<file path="src/rtl/noc_pkg.sv">
// Shared NoC definitions: output port indices, input-port FSM encoding,
// flit destination field helpers and the XY route function.
package noc_pkg;

    localparam int unsigned NUM_PORTS = 5;

    localparam logic [2:0] PORT_LOCAL = 3'd0;
    localparam logic [2:0] PORT_NORTH = 3'd1;
    localparam logic [2:0] PORT_SOUTH = 3'd2;
    localparam logic [2:0] PORT_EAST  = 3'd3;
    localparam logic [2:0] PORT_WEST  = 3'd4;

    localparam logic [1:0] ST_IDLE = 2'd0;
    localparam logic [1:0] ST_REQ  = 2'd1;
    localparam logic [1:0] ST_SEND = 2'd2;

    // Coordinates are zero-extended to this width before comparison.
    localparam int unsigned ROUTE_COORD_W = 16;

    function automatic int unsigned dest_x_msb(input int unsigned flit_w);
        return flit_w - 1;
    endfunction

    function automatic int unsigned dest_y_msb(input int unsigned flit_w,
                                               input int unsigned coord_w);
        return flit_w - coord_w - 1;
    endfunction

    // X is resolved first, then Y; a match on both delivers locally.
    function automatic logic [2:0] xy_route(input logic [ROUTE_COORD_W-1:0] dest_x,
                                            input logic [ROUTE_COORD_W-1:0] dest_y,
                                            input logic [ROUTE_COORD_W-1:0] local_x,
                                            input logic [ROUTE_COORD_W-1:0] local_y);
        if (dest_x > local_x)      return PORT_EAST;
        else if (dest_x < local_x) return PORT_WEST;
        else if (dest_y > local_y) return PORT_NORTH;
        else if (dest_y < local_y) return PORT_SOUTH;
        else                       return PORT_LOCAL;
    endfunction

endpackage

</file>
<file path="src/rtl/noc_sync_fifo.sv">
// Synchronous FIFO with registered occupancy count; DEPTH must be a power of two.
module noc_sync_fifo #(
    parameter int unsigned WIDTH = 64,
    parameter int unsigned DEPTH = 4
) (
    input  logic             clk,
    input  logic             reset,
    input  logic             i_push,
    input  logic [WIDTH-1:0] i_data,
    input  logic             i_pop,
    output logic             o_full,
    output logic             o_empty,
    output logic [WIDTH-1:0] o_head
);

    localparam int unsigned PTR_W = $clog2(DEPTH);

    logic [WIDTH-1:0] r_mem [DEPTH];
    logic [PTR_W-1:0] r_wr_ptr;
    logic [PTR_W-1:0] r_rd_ptr;
    logic [PTR_W:0]   r_count;
    logic             w_do_push;
    logic             w_do_pop;

    assign o_full    = (r_count == (PTR_W+1)'(DEPTH));
    assign o_empty   = (r_count == '0);
    assign w_do_push = i_push && !o_full;
    assign w_do_pop  = i_pop && !o_empty;
    assign o_head    = r_mem[r_rd_ptr];

    always_ff @(posedge clk) begin
        if (w_do_push) begin
            r_mem[r_wr_ptr] <= i_data;
        end
    end

    // Pointers wrap naturally because DEPTH is a power of two.
    always_ff @(posedge clk) begin
        if (reset) begin
            r_wr_ptr <= '0;
            r_rd_ptr <= '0;
            r_count  <= '0;
        end else begin
            if (w_do_push) begin
                r_wr_ptr <= r_wr_ptr + PTR_W'(1);
            end
            if (w_do_pop) begin
                r_rd_ptr <= r_rd_ptr + PTR_W'(1);
            end
            if (w_do_push && !w_do_pop) begin
                r_count <= r_count + (PTR_W+1)'(1);
            end else if (w_do_pop && !w_do_push) begin
                r_count <= r_count - (PTR_W+1)'(1);
            end
        end
    end

endmodule

</file>
<file path="src/rtl/noc_input_port.sv">
// Router input port: buffers flits, XY-routes the head, requests and holds an output arbiter.
// Optional macro NOC_INPUT_PORT_STATS_EN adds stat_fwd/stat_wait saturating counters.
module noc_input_port
    import noc_pkg::*;
#(
    parameter int unsigned FLIT_W  = 64,
    parameter int unsigned COORD_W = 4,
    parameter int unsigned DEPTH   = 4,
    parameter int unsigned LOCAL_X = 0,
    parameter int unsigned LOCAL_Y = 0
) (
    input  logic                 clk,
    input  logic                 reset,
    input  logic                 in_valid,
    input  logic [FLIT_W-1:0]    in_flit,
    output logic                 in_ready,
    output logic [NUM_PORTS-1:0] req_o,
    input  logic [NUM_PORTS-1:0] gnt_i,
    output logic                 out_valid,
    output logic [FLIT_W-1:0]    out_flit,
    output logic [2:0]           out_port,
`ifdef NOC_INPUT_PORT_STATS_EN
    output logic [15:0]          stat_fwd,
    output logic [15:0]          stat_wait,
`endif
    input  logic                 out_ready
);

    localparam int unsigned DX_MSB = dest_x_msb(FLIT_W);
    localparam int unsigned DY_MSB = dest_y_msb(FLIT_W, COORD_W);

    logic              w_full;
    logic              w_empty;
    logic              w_push;
    logic              w_pop;
    logic [FLIT_W-1:0] w_head;
    logic [2:0]        w_route;
    logic [1:0]        r_state;
    logic [2:0]        r_port;

    assign w_push = in_valid && !w_full;
    assign w_pop  = (r_state == ST_SEND) && out_ready;

    noc_sync_fifo #(
        .WIDTH (FLIT_W),
        .DEPTH (DEPTH)
    ) u_fifo (
        .clk     (clk),
        .reset   (reset),
        .i_push  (w_push),
        .i_data  (in_flit),
        .i_pop   (w_pop),
        .o_full  (w_full),
        .o_empty (w_empty),
        .o_head  (w_head)
    );

    assign w_route = xy_route(ROUTE_COORD_W'(w_head[DX_MSB -: COORD_W]),
                              ROUTE_COORD_W'(w_head[DY_MSB -: COORD_W]),
                              ROUTE_COORD_W'(LOCAL_X),
                              ROUTE_COORD_W'(LOCAL_Y));

    // The request stays up through SEND so the arbiter cannot re-grant mid-transfer.
    always_ff @(posedge clk) begin
        if (reset) begin
            r_state <= ST_IDLE;
            r_port  <= PORT_LOCAL;
        end else begin
            case (r_state)
                ST_IDLE: begin
                    if (!w_empty) begin
                        r_port  <= w_route;
                        r_state <= ST_REQ;
                    end
                end
                ST_REQ: begin
                    if (gnt_i[r_port]) begin
                        r_state <= ST_SEND;
                    end
                end
                ST_SEND: begin
                    if (out_ready) begin
                        r_state <= ST_IDLE;
                    end
                end
                default: r_state <= ST_IDLE;
            endcase
        end
    end

    assign in_ready  = !w_full;
    assign req_o     = (r_state != ST_IDLE) ? (NUM_PORTS'(1) << r_port) : '0;
    assign out_valid = (r_state == ST_SEND);
    assign out_flit  = out_valid ? w_head : '0;
    assign out_port  = out_valid ? r_port : 3'd0;

`ifdef NOC_INPUT_PORT_STATS_EN
    logic [15:0] r_stat_fwd;
    logic [15:0] r_stat_wait;

    always_ff @(posedge clk) begin
        if (reset) begin
            r_stat_fwd  <= '0;
            r_stat_wait <= '0;
        end else begin
            if (w_pop && (r_stat_fwd != 16'hFFFF)) begin
                r_stat_fwd <= r_stat_fwd + 16'd1;
            end
            if ((r_state == ST_REQ) && !gnt_i[r_port] && (r_stat_wait != 16'hFFFF)) begin
                r_stat_wait <= r_stat_wait + 16'd1;
            end
        end
    end

    assign stat_fwd  = r_stat_fwd;
    assign stat_wait = r_stat_wait;
`endif

endmodule

</file>
<file path="config.mk">
export PLATFORM = sky130hd
export DESIGN_NAME = noc_input_port
export DESIGN_NICKNAME = d
export VERILOG_FILES = /design/src/rtl/noc_pkg.sv /design/src/rtl/noc_sync_fifo.sv /design/src/rtl/noc_input_port.sv
export SDC_FILE = /design/constraint.sdc
export NUM_CORES = 1
export LEC_CHECK = 0
export BUFFER_PORTS_ARGS = -buffer_cell sky130_fd_sc_hd__buf_2
export CAP_MARGIN = 20
export CORE_AREA = 2 2 133 168
export DETAILED_ROUTE_END_ITERATION = 16
export DIE_AREA = 0 0 135 170
export GPL_TIMING_DRIVEN = 0
export PLACE_DENSITY = 0.69
export SLEW_MARGIN = 20
export SYNTH_ARGS = -nofsm -noshare
export SYNTH_HDL_FRONTEND = slang
export SYNTH_SLANG_ARGS = --single-unit
</file>
<file path="constraint.sdc">
create_clock -name clk -period 4 [get_ports clk]
set_clock_uncertainty 0.05 [all_clocks]
set_input_delay 0.4 -clock clk [delete_from_list [all_inputs] [get_ports clk]]
set_output_delay 0.4 -clock clk [all_outputs]
set_load 0.01 [all_outputs]
</file>
==> impl_metrics.xml <==
<?xml version="1.0" encoding="UTF-8"?>
<metrics>
  <group name="synthesis">
    <metric name="yosys.area_share.adder" unit="">0.00800</metric>
    <metric name="asyncSetResetFlopFracSynth" unit="">0</metric>
    <metric name="yosysUniqueCellTypes" unit="">33</metric>
    <metric name="share_of_the_yosys_chip_area_belonging_to_registers" unit="">0.770</metric>
    <metric name="synth_simple_gate_area_share" unit="">0.0555</metric>
    <metric name="muxShareOfSynthArea" unit="">0.144</metric>
    <metric name="ys_ff_latch" unit="">269</metric>
    <metric name="synth_top_cell_by_area" unit="">sky130_fd_sc_hd__edfxtp_1</metric>
    <metric name="synth.top_cells.by_area" unit="">sky130_fd_sc_hd__edfxtp_1 74%, sky130_fd_sc_hd__mux4_2 14%, sky130_fd_sc_hd__and2_1 4.2%</metric>
    <metric name="synth_top_family_by_area" unit="">multiplexers</metric>
    <metric name="ys.warnings.count" unit="">0</metric>
    <metric name="synth_most_common_cell" unit="">sky130_fd_sc_hd__edfxtp_1</metric>
    <metric name="yosys-top-cells-count" unit="">256 x sky130_fd_sc_hd__edfxtp_1, 69 x sky130_fd_sc_hd__and2_1, 65 x sky130_fd_sc_hd__mux4_2</metric>
    <metric name="share_of_the_synthesized_area_in_compound_gates_ao_oa_aoi_oai" unit="">0.00497</metric>
    <metric name="synth-edff-count" unit="">256</metric>
    <metric name="leading_register_cell_type_out_of_synthesis" unit="">sky130_fd_sc_hd__edfxtp_1</metric>
    <metric name="syn_area" unit="sq um">10300</metric>
    <metric name="syn_area_cell" unit="sq um">21.5</metric>
    <metric name="post_synth_xor_area_fraction" unit="">0.00424</metric>
    <metric name="synth_largest_type_area_fraction" unit="">0.745</metric>
    <metric name="netlist_instances" unit="">481</metric>
  </group>
  <group name="power">
    <metric name="total_leakage_power" unit="nW">4.36</metric>
    <metric name="worst_ir_drop_vdd" unit="mV">0.389</metric>
    <metric name="power_density" unit="nW/um^2">560</metric>
  </group>
  <group name="clocking">
    <metric name="cts_sinks" unit="">269</metric>
    <metric name="clock_tree.buffer_depth" unit="">3</metric>
    <metric name="post_cts_buffers" unit="">0</metric>
    <metric name="cts_h_tree_depth" unit="">1</metric>
    <metric name="cts_tree" unit="">done</metric>
    <metric name="ctsRootBufferMaster" unit="">sky130_fd_sc_hd__clkbuf_16</metric>
    <metric name="hold_fix_buffer_count_after_cts" unit="">0</metric>
    <metric name="post_cts_resize_count" unit="">0</metric>
    <metric name="clock_latency" unit="ps">510</metric>
    <metric name="worst_setup_hold_path_clk_slew" unit="ps">60</metric>
    <metric name="cts_inserted_buffers" unit="">26</metric>
  </group>
  <group name="place">
    <metric name="numPortBuffers" unit="">143</metric>
    <metric name="placedCellCount" unit="">908</metric>
    <metric name="detailed_place.area" unit="sq um">11500</metric>
    <metric name="hpwlAfterDp" unit="um">12300</metric>
    <metric name="gp_congestion" unit="">0.734</metric>
  </group>
  <group name="grt">
    <metric name="grt_pass1_vias" unit="">5421</metric>
    <metric name="antenna_found_initial" unit="">2</metric>
    <metric name="first_pass_grt_wire_length" unit="um">29400</metric>
    <metric name="grt_max_degree" unit="">39</metric>
    <metric name="overflow" unit="">0</metric>
    <metric name="grt_use_total" unit="">0.168</metric>
  </group>
  <group name="cells_and_area">
    <metric name="syn_to_final_growth" unit="%">19.8</metric>
    <metric name="final_cells" unit="">955</metric>
    <metric name="insertedDiodeCount" unit="">0</metric>
    <metric name="drive_above_1_share" unit="">0.391</metric>
    <metric name="layout.nets" unit="">736</metric>
    <metric name="final_area" unit="sq um">12400</metric>
  </group>
  <group name="status">
    <metric name="status" unit="">finished clean</metric>
  </group>
  <group name="critical_path">
    <metric name="crit_path_start_kind" unit="">register</metric>
    <metric name="required" unit="ps">3550</metric>
    <metric name="cp-end-kind" unit="">primary output</metric>
    <metric name="crit_path_max_fanout" unit="">10</metric>
    <metric name="crit_type" unit="">register to primary output</metric>
    <metric name="crit_arrival" unit="ps">2670</metric>
  </group>
  <group name="worst_hold_path">
    <metric name="path_type_of_the_worst_min_delay_path" unit="">input port to register</metric>
  </group>
  <group name="job">
    <metric name="maxCapViolations" unit="">0</metric>
  </group>
  <group name="sta">
    <metric name="timing.fmax" unit="GHz">0.321</metric>
    <metric name="finalHoldViolations" unit="">0</metric>
    <metric name="period_minus_slack" unit="ps">3120</metric>
    <metric name="timing_worst_slew_pin_value" unit="ps">664</metric>
    <metric name="setup_viol_count_final" unit="">0</metric>
    <metric name="max_slew_margin" unit="">0.558</metric>
    <metric name="final_worst_path_period_share" unit="">0.779</metric>
    <metric name="grt_setup_unrepaired" unit="">no</metric>
    <metric name="timing_max_transition_violations_final" unit="">0</metric>
  </group>
  <group name="route">
    <metric name="antenna_left" unit="">0</metric>
    <metric name="avgRoutedWirePerCell" unit="um">19.9</metric>
    <metric name="detailedRoute.firstPassIterationCount" unit="">4</metric>
    <metric name="via_count" unit="">5053</metric>
    <metric name="detail_route.drc_violations" unit="">0</metric>
    <metric name="via_per_inst" unit="">5.29</metric>
    <metric name="number_of_drc_markers_in_iteration_0" unit="">219</metric>
    <metric name="totalWireLength" unit="um">19000</metric>
  </group>
  <group name="floorplanning">
    <metric name="dieHeight" unit="um">170</metric>
    <metric name="design.core.area" unit="sq um">21300</metric>
    <metric name="top_level_ports" unit="">147</metric>
    <metric name="die_w" unit="um">135</metric>
    <metric name="initial_utilization" unit="">0.484</metric>
    <metric name="fp.dieArea" unit="sq um">23000</metric>
    <metric name="rows" unit="">60</metric>
  </group>
</metrics>
## final timing paths
path | cells past startpoint | end | slack, ps | from
max | 6 | out_flit[46] | 880 | register
min | 1 | u_fifo.r_mem[0][36]$_DFFE_PP_ | 50 | in_flit[36]
max reg2reg | 8 | u_fifo.r_count[2]$_SDFFE_PP0P_ | 1400 | u_fifo.r_count[0]$_SDFFE_PP0P_
min reg2reg | 2 | u_fifo.r_rd_ptr[0]$_SDFFE_PP0P_ | 490 | u_fifo.r_rd_ptr[0]$_SDFFE_PP0P_
## logic make-up (layout without fill, tap and decap cells)
| logic type | after synthesis | count (layout) |
|---|---|---|
| mux | 67 | 67 |
| flops | 269 | 269 |
| simple gates | 97 | 97 |
| xor+xnor | 5 | 5 |
| buf+inv | 29 | 223 |
| compound gates | 7 | 7 |
| fa+ha+maj | 6 | 6 |
| other cells | 1 | 2 |
## area by class of cell
class                   count  area, sq um
plain buffers              24          118
clock buffers              30          687
clock inverters            17          203
fillers                  1601         8950
inverters                   5         18.8
multi-input cells         184         2250
flip-flops and latches    269         7950
well taps                 279          349
repair buffers            147          796
## cell usage in the layout (no fill, tap or decap), types with 3 or more instances in the layout
cell type	Yosys	layout
sky130_fd_sc_hd__edfxtp_1	256	256
sky130_fd_sc_hd__inv_1	5	5
sky130_fd_sc_hd__nor3_1	3	3
sky130_fd_sc_hd__clkinv_1	0	9
sky130_fd_sc_hd__a21oi_1	3	3
sky130_fd_sc_hd__dfxtp_1	13	13
sky130_fd_sc_hd__clkbuf_1	12	15
sky130_fd_sc_hd__clkbuf_16	0	27
sky130_fd_sc_hd__xor2_1	4	4
sky130_fd_sc_hd__ha_1	5	5
sky130_fd_sc_hd__nor2_1	11	11
sky130_fd_sc_hd__mux4_2	65	65
sky130_fd_sc_hd__buf_4	3	3
sky130_fd_sc_hd__buf_12	0	4
sky130_fd_sc_hd__and2_1	69	65
sky130_fd_sc_hd__bufinv_16	0	5
sky130_fd_sc_hd__nand2_1	3	3
sky130_fd_sc_hd__buf_2	7	150
sky130_fd_sc_hd__and2_4	0	4
## layer usage
| metal | share of wire | track usage |
|---|---|---|
| met1 | 0.39 | 0.203 |
| met2 | 0.53 | 0.304 |
| met3 | 0.061 | 0.0384 |
| met4 | 0.016 | 0.0421 |
| met5 | 0.00069 | 0 |
## per-stage QoR
step	total power, mW	utilization	setup TNS (ps)	hold slack (ps)	worst slack [ps]
detailed placement	4.51	0.538	0	476	1380
finish	6.93	0.580	0	47.1	883
global placement	4.45	0.534	-41140	440	-169
floorplan	4.13	-	0	416	1130
CTS	7.01	0.580	0	21.1	818
global route	7.21	0.580	0	21.6	757
## critical path, cell delays in order, from the launching register on
cell,delay (ps)
sky130_fd_sc_hd__dfxtp_1,300
sky130_fd_sc_hd__buf_2,240
sky130_fd_sc_hd__buf_2,320
sky130_fd_sc_hd__clkbuf_1,550
sky130_fd_sc_hd__mux4_2,410
sky130_fd_sc_hd__and2_1,190
sky130_fd_sc_hd__buf_2,140
## sequential cells by signal, summed over array words and instances, names as in the netlist, named ones only
register	flops
u_fifo.r_mem	256
u_fifo.r_count	3
r_port	2
r_state	2
u_fifo.r_rd_ptr	2
u_fifo.r_wr_ptr	2
## power by group
group          internal, mW  switching, mW  leakage, nW
logic                 0.391          0.516         1.48
registers              3.42         0.0915         2.45
clock network          1.54          0.960        0.429
total                  5.36           1.57         4.36
(Power assumes the default switching activity.)
